`src/rtl/fact_pkg.sv`:
```
// Shared types and defaults for the factorial job arbiter.
// The FSM encoding is exported as an enum; the top uses legacy logic constants mapped onto it.
package fact_pkg;

   localparam int DW_DEF      = 8;
   localparam int TIMEOUT_DEF = 1023;

   typedef enum logic [2:0] {
      IDLE      = 3'd0,
      LAUNCH    = 3'd1,
      WAIT_BUSY = 3'd2,
      RUN       = 3'd3,
      RESP      = 3'd4
   } state_e;

endpackage

```
`src/rtl/fact_job_arbiter_if.sv`:
```
// Bundle of requester, response and core-side signals around the job arbiter.
// slave = arbiter view, master = requesters plus the factorial core.
interface fact_job_arbiter_if #(parameter int DW = 8);

   logic          req0_valid;
   logic          req0_ready;
   logic [DW-1:0] req0_a;
   logic [DW-1:0] req0_b;
   logic          req1_valid;
   logic          req1_ready;
   logic [DW-1:0] req1_a;
   logic [DW-1:0] req1_b;

   logic          rsp0_valid;
   logic          rsp0_ready;
   logic [DW-1:0] rsp0_data;
   logic          rsp0_err;
   logic          rsp1_valid;
   logic          rsp1_ready;
   logic [DW-1:0] rsp1_data;
   logic          rsp1_err;

   logic          core_start;
   logic [DW-1:0] core_ina;
   logic [DW-1:0] core_inb;
   logic          core_busy;
   logic [DW-1:0] core_out;

   modport slave (
      input  req0_valid, req0_a, req0_b, req1_valid, req1_a, req1_b,
      input  rsp0_ready, rsp1_ready, core_busy, core_out,
      output req0_ready, req1_ready,
      output rsp0_valid, rsp0_data, rsp0_err, rsp1_valid, rsp1_data, rsp1_err,
      output core_start, core_ina, core_inb
   );

   modport master (
      output req0_valid, req0_a, req0_b, req1_valid, req1_a, req1_b,
      output rsp0_ready, rsp1_ready, core_busy, core_out,
      input  req0_ready, req1_ready,
      input  rsp0_valid, rsp0_data, rsp0_err, rsp1_valid, rsp1_data, rsp1_err,
      input  core_start, core_ina, core_inb
   );

endinterface

```
`src/rtl/fact_job_arbiter_rr_arb2.sv`:
```
// Two-way round-robin selector; the caller owns the last_grant history bit.
module rr_arb2 (
   input  logic [1:0] valid,
   input  logic       last_grant,
   output logic       grant_id,
   output logic       grant_valid
);

   always_comb begin
      grant_valid = |valid;
      grant_id    = 1'b0;
      if (&valid) begin
         grant_id = ~last_grant;
      end else begin
         grant_id = valid[1];
      end
   end

endmodule

```
`src/rtl/fact_job_arbiter.sv`:
```
// Shares one factorial core between two requesters: round-robin accept, one-cycle
// start pulse, busy tracking, watchdog abort and a per-requester response channel.
module fact_job_arbiter
   import fact_pkg::*;
#(
   parameter int DW      = DW_DEF,
   parameter int TIMEOUT = TIMEOUT_DEF,
   parameter int TW      = 10
) (
   input  logic               clk,
   input  logic               reset,
   fact_job_arbiter_if.slave  bus
);

   localparam logic [2:0] ST_IDLE      = IDLE;
   localparam logic [2:0] ST_LAUNCH    = LAUNCH;
   localparam logic [2:0] ST_WAIT_BUSY = WAIT_BUSY;
   localparam logic [2:0] ST_RUN       = RUN;
   localparam logic [2:0] ST_RESP      = RESP;

   logic [2:0]    state_q, state_d;
   logic          last_grant_q, last_grant_d;
   logic          id_q, id_d;
   logic [DW-1:0] a_q, a_d;
   logic [DW-1:0] b_q, b_d;
   logic [DW-1:0] result_q, result_d;
   logic          err_q, err_d;
   logic [TW-1:0] wdog_q, wdog_d;

   logic grant_id;
   logic grant_valid;
   logic accept;
   logic timeout_hit;
   logic rsp_ready_sel;

   rr_arb2 u_arb (
      .valid       ({bus.req1_valid, bus.req0_valid}),
      .last_grant  (last_grant_q),
      .grant_id    (grant_id),
      .grant_valid (grant_valid)
   );

   // Ready is masked while reset is asserted so nothing looks accepted during reset.
   assign accept        = (state_q == ST_IDLE) && grant_valid && reset;
   // The watchdog is cleared in LAUNCH, so hitting TIMEOUT-2 here lands RESP TIMEOUT cycles after LAUNCH.
   assign timeout_hit   = (wdog_q == TW'(TIMEOUT - 2));
   assign rsp_ready_sel = id_q ? bus.rsp1_ready : bus.rsp0_ready;

   always_comb begin
      state_d      = state_q;
      last_grant_d = last_grant_q;
      id_d         = id_q;
      a_d          = a_q;
      b_d          = b_q;
      result_d     = result_q;
      err_d        = err_q;
      wdog_d       = wdog_q;
      case (state_q)
         ST_IDLE: begin
            if (accept) begin
               a_d          = grant_id ? bus.req1_a : bus.req0_a;
               b_d          = grant_id ? bus.req1_b : bus.req0_b;
               id_d         = grant_id;
               last_grant_d = grant_id;
               state_d      = ST_LAUNCH;
            end
         end
         ST_LAUNCH: begin
            wdog_d  = '0;
            state_d = ST_WAIT_BUSY;
         end
         ST_WAIT_BUSY: begin
            wdog_d = wdog_q + TW'(1);
            if (timeout_hit) begin
               result_d = '0;
               err_d    = 1'b1;
               state_d  = ST_RESP;
            end else if (bus.core_busy) begin
               state_d = ST_RUN;
            end
         end
         ST_RUN: begin
            wdog_d = wdog_q + TW'(1);
            // A genuine completion wins over an abort landing on the same cycle.
            if (!bus.core_busy) begin
               result_d = bus.core_out;
               err_d    = 1'b0;
               state_d  = ST_RESP;
            end else if (timeout_hit) begin
               result_d = '0;
               err_d    = 1'b1;
               state_d  = ST_RESP;
            end
         end
         ST_RESP: begin
            if (rsp_ready_sel) begin
               state_d = ST_IDLE;
            end
         end
         default: begin
            state_d = ST_IDLE;
         end
      endcase
   end

   always_ff @(posedge clk) begin
      if (!reset) begin
         state_q      <= ST_IDLE;
         last_grant_q <= 1'b1;
         id_q         <= 1'b0;
         a_q          <= '0;
         b_q          <= '0;
         result_q     <= '0;
         err_q        <= 1'b0;
         wdog_q       <= '0;
      end else begin
         state_q      <= state_d;
         last_grant_q <= last_grant_d;
         id_q         <= id_d;
         a_q          <= a_d;
         b_q          <= b_d;
         result_q     <= result_d;
         err_q        <= err_d;
         wdog_q       <= wdog_d;
      end
   end

   assign bus.req0_ready = accept && !grant_id;
   assign bus.req1_ready = accept &&  grant_id;
   assign bus.core_start = (state_q == ST_LAUNCH);
   assign bus.core_ina   = a_q;
   assign bus.core_inb   = b_q;

   // The idle response channel keeps data and err at zero as well as valid.
   assign bus.rsp0_valid = (state_q == ST_RESP) && !id_q;
   assign bus.rsp1_valid = (state_q == ST_RESP) &&  id_q;
   assign bus.rsp0_data  = bus.rsp0_valid ? result_q : '0;
   assign bus.rsp1_data  = bus.rsp1_valid ? result_q : '0;
   assign bus.rsp0_err   = bus.rsp0_valid && err_q;
   assign bus.rsp1_err   = bus.rsp1_valid && err_q;

endmodule

```
`src/flat_wrapper.sv`:
```
// flat-port wrapper written by rule: the top's interface ports become plain ports
module fact_job_arbiter_flat import fact_pkg::*;
#(
   parameter int DW      = DW_DEF,
   parameter int TIMEOUT = TIMEOUT_DEF,
   parameter int TW      = 10
)
  (clk, reset, bus_req0_valid, bus_req0_a, bus_req0_b, bus_req1_valid, bus_req1_a, bus_req1_b, bus_rsp0_ready, bus_rsp1_ready, bus_core_busy, bus_core_out, bus_req0_ready, bus_req1_ready, bus_rsp0_valid, bus_rsp0_data, bus_rsp0_err, bus_rsp1_valid, bus_rsp1_data, bus_rsp1_err, bus_core_start, bus_core_ina, bus_core_inb);
  fact_job_arbiter_if #(.DW(DW)) bus_i ();
  input  logic clk;
  input  logic reset;
  input wire logic [$bits(bus_i.req0_valid)-1:0] bus_req0_valid;
  input wire logic [$bits(bus_i.req0_a)-1:0] bus_req0_a;
  input wire logic [$bits(bus_i.req0_b)-1:0] bus_req0_b;
  input wire logic [$bits(bus_i.req1_valid)-1:0] bus_req1_valid;
  input wire logic [$bits(bus_i.req1_a)-1:0] bus_req1_a;
  input wire logic [$bits(bus_i.req1_b)-1:0] bus_req1_b;
  input wire logic [$bits(bus_i.rsp0_ready)-1:0] bus_rsp0_ready;
  input wire logic [$bits(bus_i.rsp1_ready)-1:0] bus_rsp1_ready;
  input wire logic [$bits(bus_i.core_busy)-1:0] bus_core_busy;
  input wire logic [$bits(bus_i.core_out)-1:0] bus_core_out;
  output wire logic [$bits(bus_i.req0_ready)-1:0] bus_req0_ready;
  output wire logic [$bits(bus_i.req1_ready)-1:0] bus_req1_ready;
  output wire logic [$bits(bus_i.rsp0_valid)-1:0] bus_rsp0_valid;
  output wire logic [$bits(bus_i.rsp0_data)-1:0] bus_rsp0_data;
  output wire logic [$bits(bus_i.rsp0_err)-1:0] bus_rsp0_err;
  output wire logic [$bits(bus_i.rsp1_valid)-1:0] bus_rsp1_valid;
  output wire logic [$bits(bus_i.rsp1_data)-1:0] bus_rsp1_data;
  output wire logic [$bits(bus_i.rsp1_err)-1:0] bus_rsp1_err;
  output wire logic [$bits(bus_i.core_start)-1:0] bus_core_start;
  output wire logic [$bits(bus_i.core_ina)-1:0] bus_core_ina;
  output wire logic [$bits(bus_i.core_inb)-1:0] bus_core_inb;
  assign bus_i.req0_valid = bus_req0_valid;
  assign bus_i.req0_a = bus_req0_a;
  assign bus_i.req0_b = bus_req0_b;
  assign bus_i.req1_valid = bus_req1_valid;
  assign bus_i.req1_a = bus_req1_a;
  assign bus_i.req1_b = bus_req1_b;
  assign bus_i.rsp0_ready = bus_rsp0_ready;
  assign bus_i.rsp1_ready = bus_rsp1_ready;
  assign bus_i.core_busy = bus_core_busy;
  assign bus_i.core_out = bus_core_out;
  assign bus_req0_ready = bus_i.req0_ready;
  assign bus_req1_ready = bus_i.req1_ready;
  assign bus_rsp0_valid = bus_i.rsp0_valid;
  assign bus_rsp0_data = bus_i.rsp0_data;
  assign bus_rsp0_err = bus_i.rsp0_err;
  assign bus_rsp1_valid = bus_i.rsp1_valid;
  assign bus_rsp1_data = bus_i.rsp1_data;
  assign bus_rsp1_err = bus_i.rsp1_err;
  assign bus_core_start = bus_i.core_start;
  assign bus_core_ina = bus_i.core_ina;
  assign bus_core_inb = bus_i.core_inb;
  fact_job_arbiter #(.DW(DW), .TIMEOUT(TIMEOUT), .TW(TW)) u_core (.clk(clk), .reset(reset), .bus(bus_i));
endmodule
```
`config.mk`:
```
export PLATFORM = sky130hd
export DESIGN_NAME = fact_job_arbiter_flat
export DESIGN_NICKNAME = d
export VERILOG_FILES = /design/src/rtl/fact_pkg.sv /design/src/rtl/fact_job_arbiter_if.sv /design/src/rtl/fact_job_arbiter_rr_arb2.sv /design/src/rtl/fact_job_arbiter.sv /design/src/flat_wrapper.sv
export SDC_FILE = /design/constraint.sdc
export NUM_CORES = 1
export LEC_CHECK = 0
export BUFFER_PORTS_ARGS = -buffer_cell sky130_fd_sc_hd__buf_2
export CAP_MARGIN = 20
export CELL_PAD_IN_SITES_DETAIL_PLACEMENT = 2
export CELL_PAD_IN_SITES_GLOBAL_PLACEMENT = 2
export CORE_UTILIZATION = 30
export CTS_CLUSTER_SIZE = 12
export DETAILED_ROUTE_END_ITERATION = 10
export GPL_TIMING_DRIVEN = 0
export PLACE_DENSITY = 0.85
export SLEW_MARGIN = 20
export SYNTH_ARGS = -nofsm -noshare
export SYNTH_HDL_FRONTEND = slang
export SYNTH_SLANG_ARGS = --single-unit
```
`constraint.sdc`:
```
create_clock -name clk -period 3.16 [get_ports clk]
set_clock_uncertainty 0.05 [all_clocks]
set_input_delay 0.632 -clock clk [delete_from_list [all_inputs] [get_ports clk]]
set_output_delay 0.632 -clock clk [all_outputs]
set_load 0.03 [all_outputs]
```
==> summary.txt, run 1 <==
Status
  • Status: completed

Timing
  • Tmin final: 2740 ps
  • Worst Max-Slew Pin Slew: 625 ps
  • Hold Vio Cnt, Final: 0
  • Max-slew violations: 0
  • Final setup TNS: 0 ps
  • Final setup viols: 0
  • RSZ-0062 raised after global routing: no
  • Fmax: 0.365 GHz
  • Final worst path period share: 86.8%
  • Rel. slew slack: 58.4%
  • Fin worst setup slack: 417 ps

Critical path
  • Worst path cell trace: clkbuf_8 -> nor2_1 -> clkbuf_1 -> nand4_1 -> nor2_1 -> buf_2
  • Critical path class: flop to output pin
  • Most common cell on crit path: nor2_1
  • Crit path depth: 6
  • CP startpoint: u_core.state_q[1]$_SDFFE_PN0P_
  • Reg2reg path depth: 4
  • Slowest cell delay on critical path: 420 ps
  • R2R setup slack: 1320 ps
  • Worst path required time: 2480 ps
  • Worst setup EP type: output pin
  • Critical Path End: bus_req0_ready
  • R2r startpoint: u_core.wdog_q[0]$_SDFFE_PN0P_
  • Worst path slowest cell: clkbuf_1
  • Crit path DAT: 2060 ps
  • Critical Path Start Type: flop
  • Worst path buffer plus inverter count: 3
  • R2r endpoint: u_core.result_q[3]$_SDFFE_PN0P_
  • Crit-path max FO: 10
  • CP delay by family, top: buffers and inverters

Drt
  • DR DRC count: 0
  • Final antenna-violating net count: 0
  • Drt first-iter violations: 63
  • Avg WL per Cell: 16.5 um
  • Final wirelength: 6.98 mm
  • Vias: 2192
  • Drt pass-1 iters: 4
  • DR vias/cell: 5.18

CTS
  • Post-CTS setup buffer count: 0
  • Max Buffers Root-to-Sink: 2
  • Clock transition at path regs: 80 ps
  • CTS sink cnt: 40
  • CTS tree: done
  • H-tree levels: 2
  • Total CTS buffers: 5
  • Clk Latency, worst-skew pair: 290 ps
  • CTS root buf: clkbuf_8
  • CTS Hold Buffers Added: 0
  • CTS resizes: 0

Floorplanning
  • Die ar.: 0.00754 mm^2
  • Die Height: 86.8 um
  • Core Region: 0.00687 mm^2
  • Die Width: 86.8 um
  • I/O pins: 86
  • Initial core utilization: 31.4%
  • Cell Rows: 30

Logic synthesis
  • Syn_nets: 285
  • Top_reg_cell synth: dfxtp_1
  • Yosys reg bits: 40
  • Ranking of synthesized cells by area: dfxtp_1 (37%), mux2i_1 (7.9%), a31oi_1 (5.8%)
  • Async S/R FF share, synth: 0%
  • Mean Syn Cell Area: 9.15 um^2
  • Share of the synthesized area in the top cell type: 37.1%
  • Synthesized instance count: 236
  • Yosys cell types: 48
  • Leading area contributor after synthesis: dfxtp_1
  • Cell Area, Synth: 0.00216 mm^2
  • Syn. warnings: 0
  • Post-synth EDFFs: 0
  • Sequential area share after synthesis: 37.1%

Global routing
  • First-pass GRT wire length: 11.4 mm
  • Total GRT Usage: 19.5%
  • Vias in the first global route: 2332
  • Initial antenna violation count: 0
  • Pin count of the biggest net entering global routing: 12
  • GRT overflow: 0

Final layout
  • Area delta synth->final: 28.6%
  • Total Nets Final: 376
  • Share of cells above drive strength 1: 36.1%
  • Antenna Cells: 0

Power and ir drop
  • Worst VDD drop: 0.150 mV
  • Clock power frac: 27.4%
  • Power Total: 1.20 mW
  • Switch Pwr: 0.397 mW
  • Comb pwr share: 26.0%
  • Leak: 1.21 nW
  • Power density over the cells: 434 mW/mm^2
  • P_int: 0.808 mW
  • Seq pwr share: 46.6%
  • Sw Share: 32.9%

Place
  • Setup slack after placement: 454 ps
  • Routability Congestion: 0.752
  • Post-DP HPWL: 5.26 mm
  • Buffers on Ports: 84

Run
  • Max Cap Viol: 0

Worst hold path
  • Worst Hold Class: flop to flop
## cell usage after synthesis (4+ instances only)
master and count:
nand4_1 4, dfxtp_1 40, or4_1 5, mux2i_1 17
inv_1 7, and2_1 18, and3_1 5, o211ai_1 4
nand2_1 25, a31oi_1 20, a211oi_2 9, nor3_1 4
a211oi_1 8, nor2_1 5, nand3_1 4, buf_2 7
a21oi_1 11
## per-layer routing
layer | up-vias | GRT usage (%) | wire length (um)
li1 | 1060 | - | -
met1 | 1074 | 23.8 | 3070
met2 | 49 | 35.3 | 3590
met3 | 9 | 2.76 | 224
met4 | 0 | 5.45 | 100
met5 | - | 0 | 0
## power by group through the flow
stage / registers [mW] / clock network, mW / logic, mW
2_1_floorplan: 0.622 / 0 / 0.160
3_3_place_gp: 0.570 / 0 / 0.305
3_5_place_dp: 0.573 / 0 / 0.315
4_1_cts: 0.562 / 0.337 / 0.317
5_1_grt: 0.566 / 0.359 / 0.338
6_report: 0.562 / 0.330 / 0.313
## layout make-up
cell class | count | area [um^2]
Fill cell | 827 | 4090
Sequential cell | 40 | 801
Multi-Input combinational cell | 168 | 1200
Buffer | 20 | 130
Tap cell | 96 | 120
Clock inverter | 1 | 5.00
Timing Repair Buffer | 84 | 420
Inverter | 8 | 30.0
Clock buffer | 6 | 72.6
## state kept, by name (all words and copies together), names as in the netlist
signal and cells:
u_core.err_q 1, u_core.wdog_q 10, u_core.last_grant_q 1, u_core.bus.core_ina 8, u_core.bus.core_inb 8, u_core.id_q 1, u_core.result_q 8, u_core.state_q 3
## how the worst min path moves through the flow
stage                                            to  cells past startpoint                            start
floorplan           u_core.result_q[0]$_SDFFE_PN0P_                      2  u_core.result_q[0]$_SDFFE_PN0P_
global placement    u_core.result_q[4]$_SDFFE_PN0P_                      2  u_core.result_q[4]$_SDFFE_PN0P_
detailed placement  u_core.result_q[4]$_SDFFE_PN0P_                      2  u_core.result_q[4]$_SDFFE_PN0P_
CTS                 u_core.result_q[4]$_SDFFE_PN0P_                      2  u_core.result_q[4]$_SDFFE_PN0P_
global route        u_core.result_q[5]$_SDFFE_PN0P_                      2  u_core.result_q[5]$_SDFFE_PN0P_
finish              u_core.result_q[5]$_SDFFE_PN0P_                      2  u_core.result_q[5]$_SDFFE_PN0P_
## logic make-up after synthesis
logic type | count (synthesis) | share of synthesized area, %
mux | 17 | 7.88
compound gates | 70 | 25.7
flops | 40 | 37.1
simple gates | 79 | 20.7
buf+inv | 28 | 7.42
fa+ha+maj | 2 | 1.16
## per-stage QoR
stage | util [%] | cells | hold slack [ps] | instance area, um^2
floorplan | - | 236 | 389 | 2160
CTS | 40.4 | 423 | 426 | 2780
global placement | 39.3 | 416 | 399 | 2700
global route | 40.4 | 423 | 448 | 2780
finish | 40.4 | 423 | 421 | 2780
detailed placement | 39.3 | 416 | 415 | 2700
## cell usage in the layout, fill, tap and decap left out, types with 2 or more instances in the layout
cell,count
nor2_1,5
nand2_1,25
buf_2,91
nand3_1,4
buf_4,2
inv_1,7
ha_1,2
o21bai_1,2
a211oi_1,8
o211a_1,2
and3_1,5
a211oi_2,9
or4_1,5
o211ai_1,4
o311ai_0,2
a31oi_1,20
buf_1,3
nor3_1,4
clkbuf_8,7
mux2i_1,17
buf_6,2
clkbuf_1,4
dfxtp_1,40
nor2b_1,2
and2_1,18
nand4_1,4
a21oi_1,11
## worst min-delay path, cell delays in order, from the launching register on
cell and delay, ps:
dfxtp_1 320, nand2_1 50, a21oi_1 50
Note: power is estimated with default switching activity, not from simulation.
==> run 2: changes to the inputs <==
--- a/config.mk
+++ b/config.mk
@@ -9,7 +9,7 @@
 export CAP_MARGIN = 20
 export CELL_PAD_IN_SITES_DETAIL_PLACEMENT = 2
 export CELL_PAD_IN_SITES_GLOBAL_PLACEMENT = 2
-export CORE_UTILIZATION = 30
+export CORE_UTILIZATION = 29
 export CTS_CLUSTER_SIZE = 12
 export DETAILED_ROUTE_END_ITERATION = 10
 export GPL_TIMING_DRIVEN = 0
@@ -17,4 +17,5 @@
 export SLEW_MARGIN = 20
 export SYNTH_ARGS = -nofsm -noshare
 export SYNTH_HDL_FRONTEND = slang
+export SYNTH_HIERARCHICAL = 1
 export SYNTH_SLANG_ARGS = --single-unit
==> summary.txt, run 2 <==
Status
  • Status: complete, but fails checks
  • Failing checks: DRC

Timing
  • Worst Max-Slew Pin Slew: 677 ps (+52.4 ps)
  • Tmin final: 2920 ps (+176 ps)
  • Final worst path period share: 92.4% (+5.6 points)
  • Fmax: 0.343 GHz (-6.0%)
  • Hold WS: 445 ps (+23.5 ps)
  • Max-slew violations: 0 (unchanged)
  • Fin worst setup slack: 241 ps (-176 ps)
  • Hold Vio Cnt, Final: 0 (unchanged)
  • Final setup viols: 0 (unchanged)
  • Rel. slew slack: 54.8% (-3.6 points)
  • Final setup TNS: 0 ps (unchanged)
  • RSZ-0062 raised after global routing: no

Floorplanning
  • Initial core utilization: 30.4% (-1.0 points)
  • I/O pins: 86 (unchanged)
  • Die Width: 84.1 um (-3.2%)
  • Die ar.: 0.00707 mm^2 (-6.2%)
  • Die Height: 84.1 um (-3.2%)
  • Core Region: 0.00642 mm^2 (-6.5%)
  • Cell Rows: 29 (-3.3%)

Final layout
  • Cell Count, Final, Fillers Out: 378 (-11%)
  • Most common cell after layout, fill and taps aside: buf_2
  • Layout Utilization: 39.7% (-0.75 points)
  • Max FFs per register: 10 (unchanged)
  • Share of cells above drive strength 1: 36.2% (+0.13 points)
  • Fin area: 0.00255 mm^2 (-8.2%)
  • FILL cells: 746 (-9.8%)
  • Most flops, register: u_core/wdog_q
  • Antenna Cells: 0 (unchanged)
  • Commonest non-fill, non-tap cells in the layout: buf_2 (89), dfxtp_1 (40), nor2_1 (19), and2_1 (19), mux2i_1 (19)
  • Total Nets Final: 350 (-6.9%)
  • Area delta synth->final: 30.4%

Global routing
  • Met2 Track Usage GR: 31.6% (-3.7 points)
  • M3 GR Usage: 4.75% (+2.0 points)
  • Total GRT Usage: 17.7% (-1.8 points)
  • GRT overflow: 0 (unchanged)
  • First-pass GRT wire length: 10.1 mm (-11%)
  • GR Util met1: 20.6% (-3.3 points)
  • Initial antenna violation count: 0 (unchanged)
  • Global routing's busiest layer: met2
  • Vias in the first global route: 2066 (-11%)
  • Pin count of the biggest net entering global routing: 12 (unchanged)

CTS
  • Max Buffers Root-to-Sink: 2 (unchanged)
  • CTS resizes: 0 (unchanged)
  • CTS Hold Buffers Added: 0 (unchanged)
  • CTS root buf: clkbuf_8
  • CTS sink cnt: 40 (unchanged)
  • Clock transition at path regs: 80 ps (about the same)
  • H-tree levels: 2 (unchanged)
  • Clk Latency, worst-skew pair: 290 ps (about the same)
  • Total CTS buffers: 5 (unchanged)
  • Post-CTS setup buffer count: 0 (unchanged)
  • CTS tree: done

Critical path
  • Worst path slowest cell: nor4b_4
  • Crit-path max FO: 10 (unchanged)
  • Critical Path Start Type: flop
  • Worst path cell trace: buf_2 -> nor4b_4 -> buf_2 -> nand2_1 -> nor2_1 -> buf_2
  • R2R setup slack: 1220 ps (-100 ps)
  • Critical path class: flop to output pin
  • Slowest cell delay on critical path: 590 ps (+170 ps)
  • Most common cell on crit path: buf_2
  • Crit path DAT: 2240 ps (+180 ps)
  • Worst setup EP type: output pin
  • Worst path required time: 2480 ps (about the same)
  • Reg2reg path depth: 5 (+1)
  • R2r startpoint: u_core/state_q[1]$_SDFFE_PN0P_
  • R2r endpoint: u_core/bus.core_ina[7]$_SDFFE_PN0P_

Place
  • Buffers on Ports: 84 (unchanged)
  • Placed Instances: 371 (-11%)
  • Routability Congestion: 0.711 (-5.5%)
  • DP Area: 0.00247 mm^2 (-8.5%)
  • Setup slack after placement: 290 ps (-164 ps)
  • Post-DP HPWL: 4.65 mm (-12%)

Logic synthesis
  • Yosys reg bits: 40 (unchanged)
  • Syn. warnings: 6 (+6)
  • Mean Syn Cell Area: 9.31 um^2 (+1.7%)
  • Post-synth EDFFs: 0 (unchanged)
  • Async S/R FF share, synth: 0% (unchanged)
  • Sequential area share after synthesis: 41.0% (+3.9 points)
  • Post-synth top cells: dfxtp_1 (40), and2_1 (19), mux2i_1 (19), nor2_1 (19), a211oi_1 (17)
  • Yosys cell types: 44 (-8.3%)
  • Leading area contributor after synthesis: dfxtp_1
  • Cell Area, Synth: 0.00195 mm^2 (-9.5%)
  • Top_reg_cell synth: dfxtp_1
  • Syn_nets: 259 (-9.1%)
  • Ranking of synthesized cells by area: dfxtp_1 (41%), mux2i_1 (9.7%), a211oi_1 (6.5%)
  • Synthesized instance count: 210 (-11%)
  • Share of the synthesized area in the top cell type: 41.0% (+3.9 points)
  • Most frequent cell after synthesis: dfxtp_1

Power and ir drop
  • Worst VDD drop: 0.190 mV (+27%)
  • Leak: 1.14 nW (-5.7%)
  • Comb pwr share: 27.8% (+1.8 points)
  • Power density over the cells: 490 mW/mm^2 (+13%)
  • Clock power frac: 26.0% (-1.4 points)
  • P_int: 0.822 mW (+1.6%)
  • Power Total: 1.25 mW (+3.7%)
  • Seq pwr share: 46.2% (-0.4 points)
  • Switch Pwr: 0.428 mW (+7.8%)
  • Sw Share: 34.2% (+1.3 points)

Worst hold path
  • Hold path depth: 2 (unchanged)
  • Worst Hold Class: flop to flop
  • Worst hold start: u_core/err_q$_SDFFE_PN0P_
  • Hold Path Sink: u_core/err_q$_SDFFE_PN0P_

Drt
  • Vias: 1914 (-13%)
  • Drt first-iter violations: 83 (+32%)
  • Final antenna-violating net count: 0 (unchanged)
  • DR vias/cell: 5.06 (-2.3%)
  • Final wirelength: 6.04 mm (-14%)
  • Avg WL per Cell: 16.0 um (-3.2%)
  • Drt pass-1 iters: 8 (+4)
  • DR DRC count: 17 (+17)

Run
  • Max Cap Viol: 0 (unchanged)
==> run 2: changes by cell type in the layout (fill, tap and decap cells not counted), sizes merged, moves of 3 or more <==
| cell | before | now |
|---|---|---|
| buf | 98 | 93 |
| or3 | 0 | 3 |
| nand4 | 5 | 1 |
| nor2 | 5 | 19 |
| nand2b | 2 | 6 |
| a31oi | 20 | 2 |
| and3 | 5 | 2 |
| nand2 | 25 | 8 |
| a32o | 0 | 8 |
==> run 2: power by group through the flow <==
stage                     Combinational [mW]  Clock, mW  Sequential [mW]
final                                  0.347      0.325            0.577
after CTS                              0.352      0.335            0.578
after global placement                 0.336          0            0.585
after floorplan                        0.163          0            0.654
after detailed placement               0.350          0            0.588
after global routing                   0.375      0.362            0.584
==> run 2: cell families after synthesis <==
group / share of synthesized area, %
flip-flops: 41.0
AO/OA/AOI/OAI: 17.5
buffers and inverters: 5.51
adder cells (fa/ha/maj): 1.28
multiplexers: 9.73
AND/OR/NAND/NOR: 25.0
==> run 2: area by class of cell <==
cell class	instances	area, um^2	share of cell area (%)
clock buffer	6	72.6	2.85
clock inverter	1	5.00	0.196
inverter	9	33.8	1.33
tap	77	96.3	3.78
sequential	40	801	31.4
multi-input combinational	146	1050	41.0
buffer	15	73.8	2.90
timing repair buffer	84	420	16.5
==> run 2: worst max-delay path, delay by kind of cell (launching register included) <==
family | cells | cell delay, ps
AND/OR/NAND/NOR | 3 | 830
buffers and inverters | 3 | 760
flip-flops | 1 | 350
==> run 2: worst max-delay path by stage <==
stage | slack [ps] | endpoint | start
after floorplan | 650 | bus_req1_ready | bus_req1_valid
after global placement | 380 | bus_req1_ready | bus_req1_valid
after detailed placement | 290 | bus_req1_ready | bus_req1_valid
after CTS | 260 | bus_req0_ready | u_core/state_q[1]$_SDFFE_PN0P_
after global routing | 130 | bus_req0_ready | u_core/state_q[0]$_SDFFE_PN0P_
final | 240 | bus_req0_ready | u_core/state_q[1]$_SDFFE_PN0P_
==> run 2: routing by layer <==
layer	wire length, um	part of all wire, %
met1	2620	43
met2	2990	50
met3	374	6.2
met4	42	0.70
met5	0	0
==> run 3: changes to the inputs <==
--- a/config.mk
+++ b/config.mk
@@ -5,15 +5,16 @@
 export SDC_FILE = /design/constraint.sdc
 export NUM_CORES = 1
 export LEC_CHECK = 0
+export ABC_AREA = 1
 export BUFFER_PORTS_ARGS = -buffer_cell sky130_fd_sc_hd__buf_2
 export CAP_MARGIN = 20
 export CELL_PAD_IN_SITES_DETAIL_PLACEMENT = 2
 export CELL_PAD_IN_SITES_GLOBAL_PLACEMENT = 2
-export CORE_UTILIZATION = 29
+export CORE_UTILIZATION = 26
 export CTS_CLUSTER_SIZE = 12
 export DETAILED_ROUTE_END_ITERATION = 10
 export GPL_TIMING_DRIVEN = 0
-export PLACE_DENSITY = 0.85
+export PLACE_DENSITY = 0.84
 export SLEW_MARGIN = 20
 export SYNTH_ARGS = -nofsm -noshare
 export SYNTH_HDL_FRONTEND = slang
==> summary.txt, run 3 <==
Timing
  • Fin worst setup slack: 620 ps (+379 ps)
  • Worst Max-Slew Pin Slew: 511 ps (-166 ps)
  • Final setup TNS: 0 ps (unchanged)
  • Tmin final: 2540 ps (-379 ps)
  • Final worst path period share: 80.4% (-12 points)
  • Hold Vio Cnt, Final: 0 (unchanged)
  • Hold WS: 432 ps (-12.3 ps)
  • Final setup viols: 0 (unchanged)
  • Fmax: 0.394 GHz (+15%)
  • Rel. slew slack: 65.9% (+11 points)
  • Max-slew violations: 0 (unchanged)
  • RSZ-0062 raised after global routing: no

Logic synthesis
  • Synthesized instance count: 286 (+36%)
  • Yosys reg bits: 40 (unchanged)
  • Ranking of synthesized cells by area: dfxtp_1 (40%), nand2_1 (13%), nor2_1 (8.7%)
  • Syn_nets: 335 (+29%)
  • Most frequent cell after synthesis: nand2_1
  • Cell Area, Synth: 0.00198 mm^2 (+1.5%)
  • Post-synth EDFFs: 0 (unchanged)
  • Mean Syn Cell Area: 6.94 um^2 (-25%)
  • Async S/R FF share, synth: 0% (unchanged)
  • Top_reg_cell synth: dfxtp_1
  • Post-synth top cells: nand2_1 (68), nor2_1 (46), dfxtp_1 (40)
  • Leading area contributor after synthesis: dfxtp_1
  • Sequential area share after synthesis: 40.4% (-0.62 points)
  • Share of the synthesized area in the top cell type: 40.4% (-0.62 points)
  • Yosys cell types: 28 (-36%)
  • Syn. warnings: 6 (unchanged)

Floorplanning
  • Initial core utilization: 27.1% (-3.4 points)
  • I/O pins: 86 (unchanged)
  • Die ar.: 0.00799 mm^2 (+13%)
  • Cell Rows: 31 (+6.9%)
  • Die Height: 89.4 um (+6.3%)
  • Die Width: 89.4 um (+6.3%)
  • Core Region: 0.00733 mm^2 (+14%)

Final layout
  • Total Nets Final: 426 (+22%)
  • Area delta synth->final: 33.8%
  • Most common cell after layout, fill and taps aside: buf_2
  • Most flops, register: u_core/wdog_q
  • Antenna Cells: 0 (unchanged)
  • Commonest non-fill, non-tap cells in the layout: buf_2 (87), nand2_1 (68), nor2_1 (46)
  • Share of cells above drive strength 1: 27.8% (-8.4 points)
  • Cell Count, Final, Fillers Out: 477 (+26%)
  • Max FFs per register: 10 (unchanged)

Drt
  • DR DRC count: 0 (-17)
  • DR vias/cell: 4.80 (-5.2%)
  • Final wirelength: 7.35 mm (+22%)
  • DR WL met2: 3.71 mm (+24%)
  • DRT met1 WL: 3.11 mm (+19%)
  • Drt pass-1 iters: 4 (-4)
  • Vias: 2290 (+20%)
  • WL met3: 417 um (+11%)
  • Highest metal used: met4
  • Avg WL per Cell: 15.4 um (-3.5%)
  • Final antenna-violating net count: 0 (unchanged)
  • Drt first-iter violations: 51 (-39%)

Critical path
  • Worst setup EP type: output pin
  • Critical path class: input pin to output pin
  • Worst path slowest cell: nor2_4
  • Crit path DAT: 1860 ps (-380 ps)
  • Slowest cell delay on critical path: 300 ps (-290 ps)
  • Most common cell on crit path: buf_2
  • R2R setup slack: 1310 ps (+90 ps)
  • CP delay by family, top: simple AND/OR/NAND/NOR gates
  • Critical Path Start Type: input pin
  • Worst path buffer plus inverter count: 3 (unchanged)
  • Worst path required time: 2480 ps (about the same)
  • Crit-path max FO: 10 (unchanged)
  • Worst path cell trace: buf_2 -> or2_1 -> nand4_4 -> nor2_4 -> buf_6 -> buf_2

Place
  • Post-DP HPWL: 5.50 mm (+18%)
  • Routability Congestion: 0.750 (+5.4%)
  • Placed Instances: 469 (+26%)
  • Buffers on Ports: 84 (unchanged)
  • Setup slack after placement: 626 ps (+336 ps)

CTS
  • Clk Latency, worst-skew pair: 300 ps (about the same)
  • H-tree levels: 2 (unchanged)
  • CTS sink cnt: 40 (unchanged)
  • CTS Hold Buffers Added: 0 (unchanged)
  • Max Buffers Root-to-Sink: 2 (unchanged)
  • Post-CTS setup buffer count: 0 (unchanged)
  • Clock transition at path regs: 80 ps (about the same)
  • CTS tree: done
  • CTS root buf: clkbuf_8
  • CTS resizes: 0 (unchanged)
  • Total CTS buffers: 5 (unchanged)

Power and ir drop
  • Clock power frac: 26.6% (+0.6 points)
  • Switch Pwr: 0.736 mW (+72%)
  • Seq pwr share: 35.6% (-11 points)
  • Leak: 1.18 nW (+3.4%)
  • Comb pwr share: 37.8% (+10 points)
  • Worst VDD drop: 0.221 mV (+16%)
  • Power density over the cells: 671 mW/mm^2 (+37%)
  • P_int: 1.05 mW (+27%)
  • Sw Share: 41.3% (+7.1 points)

Run
  • Max Cap Viol: 0 (unchanged)

Global routing
  • Initial antenna violation count: 0 (unchanged)
  • Total GRT Usage: 19.4% (+1.8 points)
  • GRT overflow: 0 (unchanged)
  • Vias in the first global route: 2465 (+19%)
  • Pin count of the biggest net entering global routing: 13 (+1)
  • First-pass GRT wire length: 11.8 mm (+17%)

Worst hold path
  • Worst Hold Class: flop to flop

Status
  • Status: completed
-- run 3: cell types whose count changed in the layout (fill, tap and decap cells not counted), moves of 6 or more --
cell / before / now
a211oi_1: 17 / 2
a21oi_1: 9 / 25
a22oi_1: 0 / 8
a31oi_1: 2 / 8
a32o_1: 8 / 0
and2_1: 19 / 0
inv_1: 8 / 28
mux2i_1: 19 / 0
nand2_1: 8 / 68
nand3_1: 6 / 13
nor2_1: 19 / 46
o21ai_0: 0 / 10
o21bai_1: 1 / 8
-- run 3: layer usage --
layer | up-vias | track usage (%)
met5 | - | 0
li1 | 1115 | -
met3 | 10 | 5.72
met2 | 62 | 35.4
met1 | 1103 | 21.6
met4 | 0 | 6.49
-- run 3: worst reg2reg max path, stage by stage, from the launching register on --
cell and delay [ps]:
dfxtp_1 460, ha_1 180, inv_1 40, nor2_1 90
nand3_1 240, nand3_1 280, nand2_1 100, a21oi_1 210
nor2_1 80
-- run 3: layout make-up --
cell class	count	area, um^2
repair buffers	84	420
inverters	31	116
well taps	99	124
multi-input cells	206	1010
fillers	898	4680
plain buffers	9	52.6
flip-flops and latches	40	801
clock inverters	1	30.0
clock buffers	7	96.3
-- run 3: worst paths after layout --
check / startpoint / endpoint / cells past startpoint
max: bus_req1_valid / bus_req0_ready / 6
min: u_core/last_grant_q$_SDFFE_PN1P_ / u_core/last_grant_q$_SDFFE_PN1P_ / 2
max reg2reg: u_core/wdog_q[0]$_SDFFE_PN0P_ / u_core/state_q[1]$_SDFFE_PN0P_ / 8
min reg2reg: u_core/last_grant_q$_SDFFE_PN1P_ / u_core/last_grant_q$_SDFFE_PN1P_ / 2
-- run 3: metrics by stage --
step | power [mW] | area, um^2 | util (%)
floorplan | 1.08 | 1980 | -
global placement | 1.27 | 2530 | 34.5
detailed placement | 1.30 | 2530 | 34.5
CTS | 1.80 | 2660 | 36.2
global route | 1.88 | 2660 | 36.2
finish | 1.78 | 2660 | 36.2
-- run 3: kinds of logic (layout without fill, tap and decap cells) --
group	count (synthesis)	in the layout	synth area share, %
AND/OR/NAND/NOR	138	138	29.7
AO/OA/AOI/OAI	66	66	20.2
flip-flops	40	40	40.4
buffers and inverters	40	132	8.51
adder cells (fa/ha/maj)	2	2	1.26
-- run 3: power by group through the flow --
stage          sequential, mW  clock (mW)  combinational [mW]
5_1_grt                 0.643       0.505               0.732
3_3_place_gp            0.636           0               0.632
4_1_cts                 0.634       0.484               0.683
6_report                0.634       0.474               0.674
3_5_place_dp            0.641           0               0.657
2_1_floorplan           0.708           0               0.371
